$ cat src/rtl/adder_checker_pkg.sv
// Shared definitions for the adder self-test engine: FSM encoding, op-select
// codes, error-counter sizing and the golden adder reference function.
package adder_checker_pkg;

    typedef enum logic [2:0] {
        ST_IDLE,
        ST_DRIVE,
        ST_SETTLE,
        ST_CHECK,
        ST_DONE
    } state_t;

    localparam logic OP_ADD = 1'b0;
    localparam logic OP_SUB = 1'b1;

    localparam int               ERR_W   = 16;
    localparam logic [ERR_W-1:0] ERR_MAX = '1;

    // Widest operand the reference function supports.
    localparam int REF_MAX_W = 32;

    // Golden adder result for operands of 'width' bits (width <= REF_MAX_W).
    // Bit 'width' carries the carry (add) or the borrow (subtract); every bit
    // above it is cleared, which gives the mod 2^(width+1) wrap on subtract.
    function automatic logic [REF_MAX_W:0] adder_ref(
        input logic [REF_MAX_W-1:0] a,
        input logic [REF_MAX_W-1:0] b,
        input logic                 sel,
        input int                   width
    );
        logic [REF_MAX_W:0] raw;
        logic [REF_MAX_W:0] mask;
        if (sel == OP_ADD) begin
            raw = {1'b0, a} + {1'b0, b};
        end else begin
            raw = {1'b0, a} - {1'b0, b};
        end
        mask = ((REF_MAX_W+1)'(1) << (width + 1)) - (REF_MAX_W+1)'(1);
        return raw & mask;
    endfunction

endpackage

$ cat src/rtl/adder_vec_gen.sv
// Nested Sel/A/B counters that enumerate every adder test vector.
// B is the innermost loop, then A, then Sel (add pass first, subtract pass second).
module adder_vec_gen
    import adder_checker_pkg::*;
#(
    parameter int WIDTH = 8
) (
    input  logic             clk,
    input  logic             rst_n,
    input  logic             clr,
    input  logic             step,
    output logic [WIDTH-1:0] a,
    output logic [WIDTH-1:0] b,
    output logic             sel,
    output logic             last
);

    // The final vector is the subtract pass with both operands all-ones.
    assign last = (sel == OP_SUB) && (&a) && (&b);

    // Advance B each step, carrying into A and then into Sel.
    always_ff @(posedge clk or negedge rst_n) begin
        if (!rst_n) begin
            a   <= '0;
            b   <= '0;
            sel <= OP_ADD;
        end else if (clr) begin
            a   <= '0;
            b   <= '0;
            sel <= OP_ADD;
        end else if (step) begin
            if (&b) begin
                b <= '0;
                if (&a) begin
                    a   <= '0;
                    sel <= ~sel;
                end else begin
                    a <= a + WIDTH'(1);
                end
            end else begin
                b <= b + WIDTH'(1);
            end
        end
    end

endmodule

$ cat config.mk
export PLATFORM = sky130hd
export DESIGN_NAME = adder_vec_gen
export DESIGN_NICKNAME = d
export VERILOG_FILES = /design/src/rtl/adder_checker_pkg.sv /design/src/rtl/adder_vec_gen.sv
export SDC_FILE = /design/constraint.sdc
export NUM_CORES = 1
export LEC_CHECK = 0
export ABC_AREA = 1
export CAP_MARGIN = 20
export CORE_ASPECT_RATIO = 1.1
export CORE_UTILIZATION = 35
export DETAILED_ROUTE_END_ITERATION = 16
export MAX_ROUTING_LAYER = met4
export PLACE_DENSITY = 0.57
export RECOVER_POWER = 50
export REMOVE_ABC_BUFFERS = 1
export SYNTH_ARGS = -nofsm -noshare
export SYNTH_HDL_FRONTEND = slang
export SYNTH_SLANG_ARGS = --single-unit
$ cat constraint.sdc
create_clock -name clk -period 2.7 [get_ports clk]
set_input_delay 0.81 -clock clk [delete_from_list [all_inputs] [get_ports clk]]
set_output_delay 0.81 -clock clk [all_outputs]
set_load 0.02 [all_outputs]
== After elaboration in Yosys (flattened, before gate mapping) ==
Cells that the tools add are included.

* Muxes and demuxes: 11
* Reductions and logical operators: 9
* Bitwise logic cells: 1
* $add $sub $neg: 2

{| class="wikitable"
|+ Operator list
! kind !! number
|-
| $mux 8 || 7
|-
| $add 8x1->8 const B || 2
|-
| $reduce_and 8->1 || 2
|-
| $reduce_bool 2->1 || 3
|-
| $mux 1 || 4
|-
| $reduce_and 3->1 || 1
|-
| $logic_and 1x1->1 || 2
|-
| $reduce_and 2->1 || 1
|-
| $not 1->1 || 1
|}

* Output and inout bits: 18
* Bits in registers: 17
* Bits of input ports: 4

== Logic depth before layout (Yosys ltp) ==
Gate-level depths: netlist (run 1).

* Depth after elaboration: 5
* Gate-level depth with buffers: 9

== Worst setup path after synthesis (run 1) ==
Ideal clock, no wire load.

* Kind: register to output
* From: reg a[0]
* To: out last
* Data arrival time: 1.347 ns
* Slack: 0.543 ns
* Path buffers: 0
* Cell stages (with the launch flop): 6
* Required time: 1.890 ns
* Path through: dfrtp_1 -> ha_1 -> nand2_1 -> nor2_1 -> nand4_1 -> nor2_1

* Longest elaborated chain between the ends: 3

{| class="wikitable"
|+ RTL lines
! element !! RTL line !! RTL
|-
| from (decl) || adder_vec_gen.sv:12 || <nowiki>output logic [WIDTH-1:0] a,</nowiki>
|-
| from (signal assigned) || adder_vec_gen.sv:38 || <nowiki>a <= a + WIDTH'(1);</nowiki>
|-
| $reduce_and 8->1 || adder_vec_gen.sv:19 || <nowiki>assign last = (sel == OP_SUB) && (&a) && (&b);</nowiki>
|-
| $logic_and 1x1->1 (2 in series) || adder_vec_gen.sv:19 ||
|-
| to (decl) || adder_vec_gen.sv:15 || <nowiki>output logic last</nowiki>
|}

No other way between the ends.

== Final worst setup path (run 1) ==
Same ends and word-level chain as after synthesis.

==> metrics.txt, run 1 <==
reg2reg end a[5]$_DFFE_PN0P_; slew of the pin with the lowest slew margin 980 ps; Startpoint Class register; ANT nets after route 0; worst r2r src b[1]$_DFFE_PN0P_; fin util 47.9%; clk_lat worst skew 290 ps; placed cells 184; Final Hold Fails 0; Post-CTS Setup Repair Bufs 0; Crit path required time 1890 ps; Max-Cap Viols 0; CTS tree built; Pre-Repair DR Iteration Count 4; Worst VDD drop 266 uV; Crit. End Element primary output; initial antenna violation count 0; Slew Limit Headroom 34.7%; Std-Cell Rows 19; chip height 57.4 um; Initial Utilization 38.0%; Flop pwr share 50.4%; unrepaired setup endpoints after global routing false; highest clock rate 396 MHz; P per Cell Area 489 nW/um2; CTS Buffer Depth 2; Tcrit/Tclk final 93.6%; core area 2570 um2; HP Class reg -> reg; top post-synthesis cells by area dfrtp_1 (44%), nand2_1 (17%), nor2_1 (6.9%); FF+latch count, synth 17; number of inserted diodes 0; skew final 9.61 ps; sequential cell area fraction in the yosys report 43.6%; Yosys top cell by area dfrtp_1; P_sw 0.197 mW; DRT Wirelength 2160 um; Root Driver clkbuf_4; Vias 912; H-tree depth 1; I/O pin cnt 22; Critical Path End last; Routed wire per std cell 11.5 um; endpoints failing setup 0; maximum fanout along the worst path 6; share of cells above drive strength 1 5.73%; Static Leak 0.563 nW; CTS buffer count 3; switch share 32.8%; CP Class reg -> out; Clock Power Share 23.1%; average vias per placed instance 4.85; Critical Path AT 1720 ps; crit path from a[0]$_DFFE_PN0P_; nets 164; Post-DP HPWL 1610 um; vias in the first global route 926; IO buf count 21; DRC 0; overall power 0.602 mW; gr usage total 17.5%; FF-to-FF setup slack 970 ps; synthesis-to-layout area growth 26.0%; status completed; Reg2Reg Depth 9; combinational group share of total power 26.5%; Synth Instances 132; hold slack 539 ps; largest net degree at the start of global routing 18; final cell count without fillers 188; Max Slew Vio Count 0; die width 52.3 um; hold_buf cts 0; Overflow after GRT 0; Fin Setup TNS 0 ps; syn avg cell area 7.39 um2; post-layout min period 2530 ps; drt initial violations 10; DIE AREA 3000 um2; Yosys warnings 0; first-pass GRT wire length 3820 um; Synth top area share 43.6%; clk sinks 17; post-synthesis cell type count 21; Final GP Congestion 0.853; Int Pwr 0.405 mW; Post-Syn Area 976 um2; Reg clk slew, reported paths 100 ps
## layout make-up
type / count / area (um2)
clock buffer: 4 / 26.3
fill: 288 / 1340
inverter: 16 / 60.1
multi-input combinational: 98 / 464
sequential: 17 / 427
tap: 31 / 38.8
timing repair buffer: 22 / 214
## layout by cell type, fill, tap and decap left out
cell type and count:
nand2_1 44, nor2_1 18, clkdlybuf4s50_1 18, dfrtp_1 16
inv_1 15, o21ai_0 7, nand4_1 5, nand3_1 5
xor2_1 3, a21oi_1 3, clkbuf_4 3, nor2_2 2
o21ai_1 2, nand3b_1 2, nor3_1 2, ha_1 2
clkbuf_1 2, dlygate4sd3_1 2, nand2_2 1, nor2_4 1
inv_2 1, xnor2_1 1, dfrtp_2 1, clkdlybuf4s15_1 1
## per-layer routing
metal	global-route usage, %	wire length [um]	vias up
li1	-	-	462
met1	20.1	1020	423
met2	28.8	1030	22
met3	3.47	72	5
met4	8.27	37	0
met5	-	0	-
## critical path: stages (launching register included)
cell	delay (ps)
dfrtp_2	420
ha_1	180
nand2_1	100
nor2_1	190
nand4_1	110
nor2_1	110
clkdlybuf4s15_1	310
## worst min path at each step
stage	slack, ps	to	cells past startpoint	start
2_1_floorplan	510	a[0]$_DFFE_PN0P_	0	rst_n
3_3_place_gp	510	b[7]$_DFFE_PN0P_	2	b[7]$_DFFE_PN0P_
3_5_place_dp	530	b[7]$_DFFE_PN0P_	2	b[7]$_DFFE_PN0P_
4_1_cts	550	b[7]$_DFFE_PN0P_	2	b[7]$_DFFE_PN0P_
5_1_grt	580	b[7]$_DFFE_PN0P_	2	b[7]$_DFFE_PN0P_
6_report	540	b[7]$_DFFE_PN0P_	2	b[7]$_DFFE_PN0P_
## logic make-up after synthesis
group	after synthesis	share of synthesized area [%]
and+or+nand+nor	80	36.0
buffers and inverters	17	7.31
DFF	17	43.6
AOI/OAI and AO/OA	12	6.92
xor gates and xnor gates	4	3.59
adders and majority gates	2	2.56
## state kept, by name, summed over array words and instances (netlist names)
name,flops
a,8
b,8
sel,1
## cells in the mapped netlist
cell and n:
nand2_1 43, a21oi_1 3, buf_6 1, o21ai_0 3, nand2_2 1, nor2_4 1, nor2_2 2, inv_1 15
o21ai_1 4, nand2_4 1, nand3_1 5, nor2_1 18, nand4_1 5, ha_1 2, nor3_1 2, xnor2_1 1
xor2_1 3, nand3b_1 2, o21ai_2 2, dfrtp_1 17, inv_2 1
## power groups by stage
stage	sequential, mW	clock [mW]	combinational [mW]
final	0.303	0.139	0.160
after global routing	0.307	0.158	0.179
after CTS	0.303	0.146	0.168
after detailed placement	0.308	0	0.167
after global placement	0.307	0	0.164
after floorplan	0.334	0	0.0634
## through the flow
stage / area (um2) / setup slack [ps]
floorplan: 965 / 543
CTS: 1250 / 88.6
detailed placement: 1220 / 160
global placement: 1220 / 214
global route: 1230 / 19.4
finish: 1230 / 172
## timing repair
item                                    in CTS  in global routing
endpoints found under the setup margin       1                  1
gates resized for setup                      1                  2
pin swaps                                    0                  0
Note: power is estimated with default switching activity, not from simulation.
==> run 2: changes to the inputs <==
--- a/config.mk
+++ b/config.mk
@@ -7,7 +7,7 @@
 export LEC_CHECK = 0
 export ABC_AREA = 1
 export CAP_MARGIN = 20
-export CORE_ASPECT_RATIO = 1.1
+export CORE_MARGIN = 4
 export CORE_UTILIZATION = 35
 export DETAILED_ROUTE_END_ITERATION = 16
 export MAX_ROUTING_LAYER = met4
==> run 2 against run 1 <==
Against the previous run: register-to-register slack barely moved; utilization is 0.19 points lower; global-route usage down 4.1 points; setup slack better by 140 ps; critical path type unchanged; critical endpoint unchanged; largest power group unchanged.
==> metrics.txt, run 2 (synthesized netlist as in run 1, its figures left out) <==
share of cells above drive strength 1 7.01% (was 5.73%); drt initial violations 11 (was 10); ANT nets after route 0 (unchanged); Critical Path AT 1580 ps (was 1720 ps); hold_buf cts 0 (unchanged); endpoints failing setup 0 (unchanged); overall power 0.602 mW (about the same); maximum fanout along the worst path 5 (was 6); Startpoint Class register (unchanged); Post-DP HPWL 1620 um (was 1610 um); Overflow after GRT 0 (unchanged); Std-Cell Rows 18 (was 19); Post-CTS Setup Repair Bufs 0 (unchanged); Reg clk slew, reported paths 100 ps (about the same); synthesis-to-layout area growth 25.5% (was 26.0%); Vias 847 (was 912); DRT Wirelength 2100 um (was 2160 um); Final Hold Fails 0 (unchanged); status completed (unchanged); gr usage total 13.4% (was 17.5%); nets 164 (unchanged); Fin Setup TNS 0 ps (unchanged); skew final 5.40 ps (was 9.61 ps); DRC 0 (unchanged); Crit path required time 1890 ps (about the same); CTS buffer count 3 (unchanged); Routed wire per std cell 11.2 um (was 11.5 um); clk_lat worst skew 300 ps (was 290 ps); P per Cell Area 491 nW/um2 (was 489 nW/um2); hold depth 2 (unchanged); Static Leak 0.566 nW (was 0.563 nW); chip height 60.8 um (was 57.4 um); die width 60.8 um (was 52.3 um); first-pass GRT wire length 3630 um (was 3820 um); Max-Cap Viols 0 (unchanged); HP Class reg -> reg (unchanged); post-layout min period 2390 ps (was 2530 ps); unrepaired setup endpoints after global routing false (unchanged); core area 2570 um2 (unchanged); Pre-Repair DR Iteration Count 4 (unchanged); Crit. End Element primary output (unchanged); CP Class reg -> out (unchanged); I/O pin cnt 22 (unchanged); number of inserted diodes 0 (unchanged); Slew Limit Headroom 37.3% (was 34.7%); H-tree depth 1 (unchanged); Worst VDD drop 275 uV (was 266 uV); Tcrit/Tclk final 88.5% (was 93.6%); biggest registers after layout a: 8 flops, b: 8 flops, sel: 1 flops (unchanged); average vias per placed instance 4.53 (was 4.85); Reg2Reg Depth 9 (unchanged); fin util 47.7% (was 47.9%); post_cts resized 1 (unchanged); Root Driver clkbuf_4 (unchanged); Initial Utilization 38.0% (unchanged); highest clock rate 419 MHz (was 396 MHz); DIE AREA 3700 um2 (was 3000 um2); initial antenna violation count 0 (unchanged); Final GP Congestion 0.884 (was 0.853); most frequent cells in the layout nand2_1 (44), nor2_1 (18), clkdlybuf4s50_1 (18), dfrtp_1 (16), inv_1 (15) (unchanged); commonest non-fill, non-tap cell in the layout nand2_1 (unchanged); CTS Buffer Depth 2 (unchanged); number of fill cells in the layout 270 (was 288); slew of the pin with the lowest slew margin 940 ps (was 980 ps); largest net degree at the start of global routing 18 (unchanged); IO buf count 21 (unchanged); CTS tree built (unchanged); Max Slew Vio Count 0 (unchanged); vias in the first global route 793 (was 926); clk sinks 17 (unchanged)
[run 2: cell types whose count changed in the layout (fill, tap and decap cells not counted), sizes merged]
cell	change
clkdlybuf4s15	-1
clkinv	+1
[run 2: power breakdown]
part	internal (mW)	leakage, nW	switching, mW
sequential	0.278	0.230	0.0264
clock	0.0552	0.0177	0.0848
combinational	0.0687	0.318	0.0890
[run 2: worst paths after layout]
kind,end,start,slack (ps)
setup / recovery,last,a[1]$_DFFE_PN0P_,310
hold / removal,b[7]$_DFFE_PN0P_,b[7]$_DFFE_PN0P_,530
setup reg to reg,sel$_DFFE_PN0P_,b[0]$_DFFE_PN0P_,980
hold reg to reg,b[7]$_DFFE_PN0P_,b[7]$_DFFE_PN0P_,530
max in group asynchronous,a[0]$_DFFE_PN0P_,rst_n,910
min in group asynchronous,b[0]$_DFFE_PN0P_,rst_n,1150
[run 2: cell type report]
class / instances / area (um2) / share of cell area [%]
clock buffers: 3 / 22.5 / 1.84
inverters: 16 / 60.1 / 4.90
multi-input cells: 98 / 464 / 37.9
well taps: 30 / 37.5 / 3.06
repair buffers: 22 / 209 / 17.1
clock inverters: 1 / 5.00 / 0.409
flip-flops and latches: 17 / 427 / 34.8
[run 2: per-layer routing]
layer  up-vias  GRT usage [%]  wire (um)
li1        466              -          -
met1       366           18.7       1140
met2        15           19.7        862
met3         0           3.83         96
met4         0           1.86          0
met5         -              -          0
[run 2: critical path, stage by stage, from the launching register on]
cell	delay, ps
dfrtp_1	430
ha_1	190
nand2_1	90
nor2_1	200
nand4_1	100
nor2_1	100
clkbuf_2	170
[run 2: metrics by stage]
step	hold slack [ps]	worst slack, ps	cells	instance area, um2
detailed placement	512	183	183	1220
finish	531	312	187	1220
CTS	538	104	187	1250
global route	601	103	187	1220
global placement	510	215	183	1220
floorplan	514	543	131	965
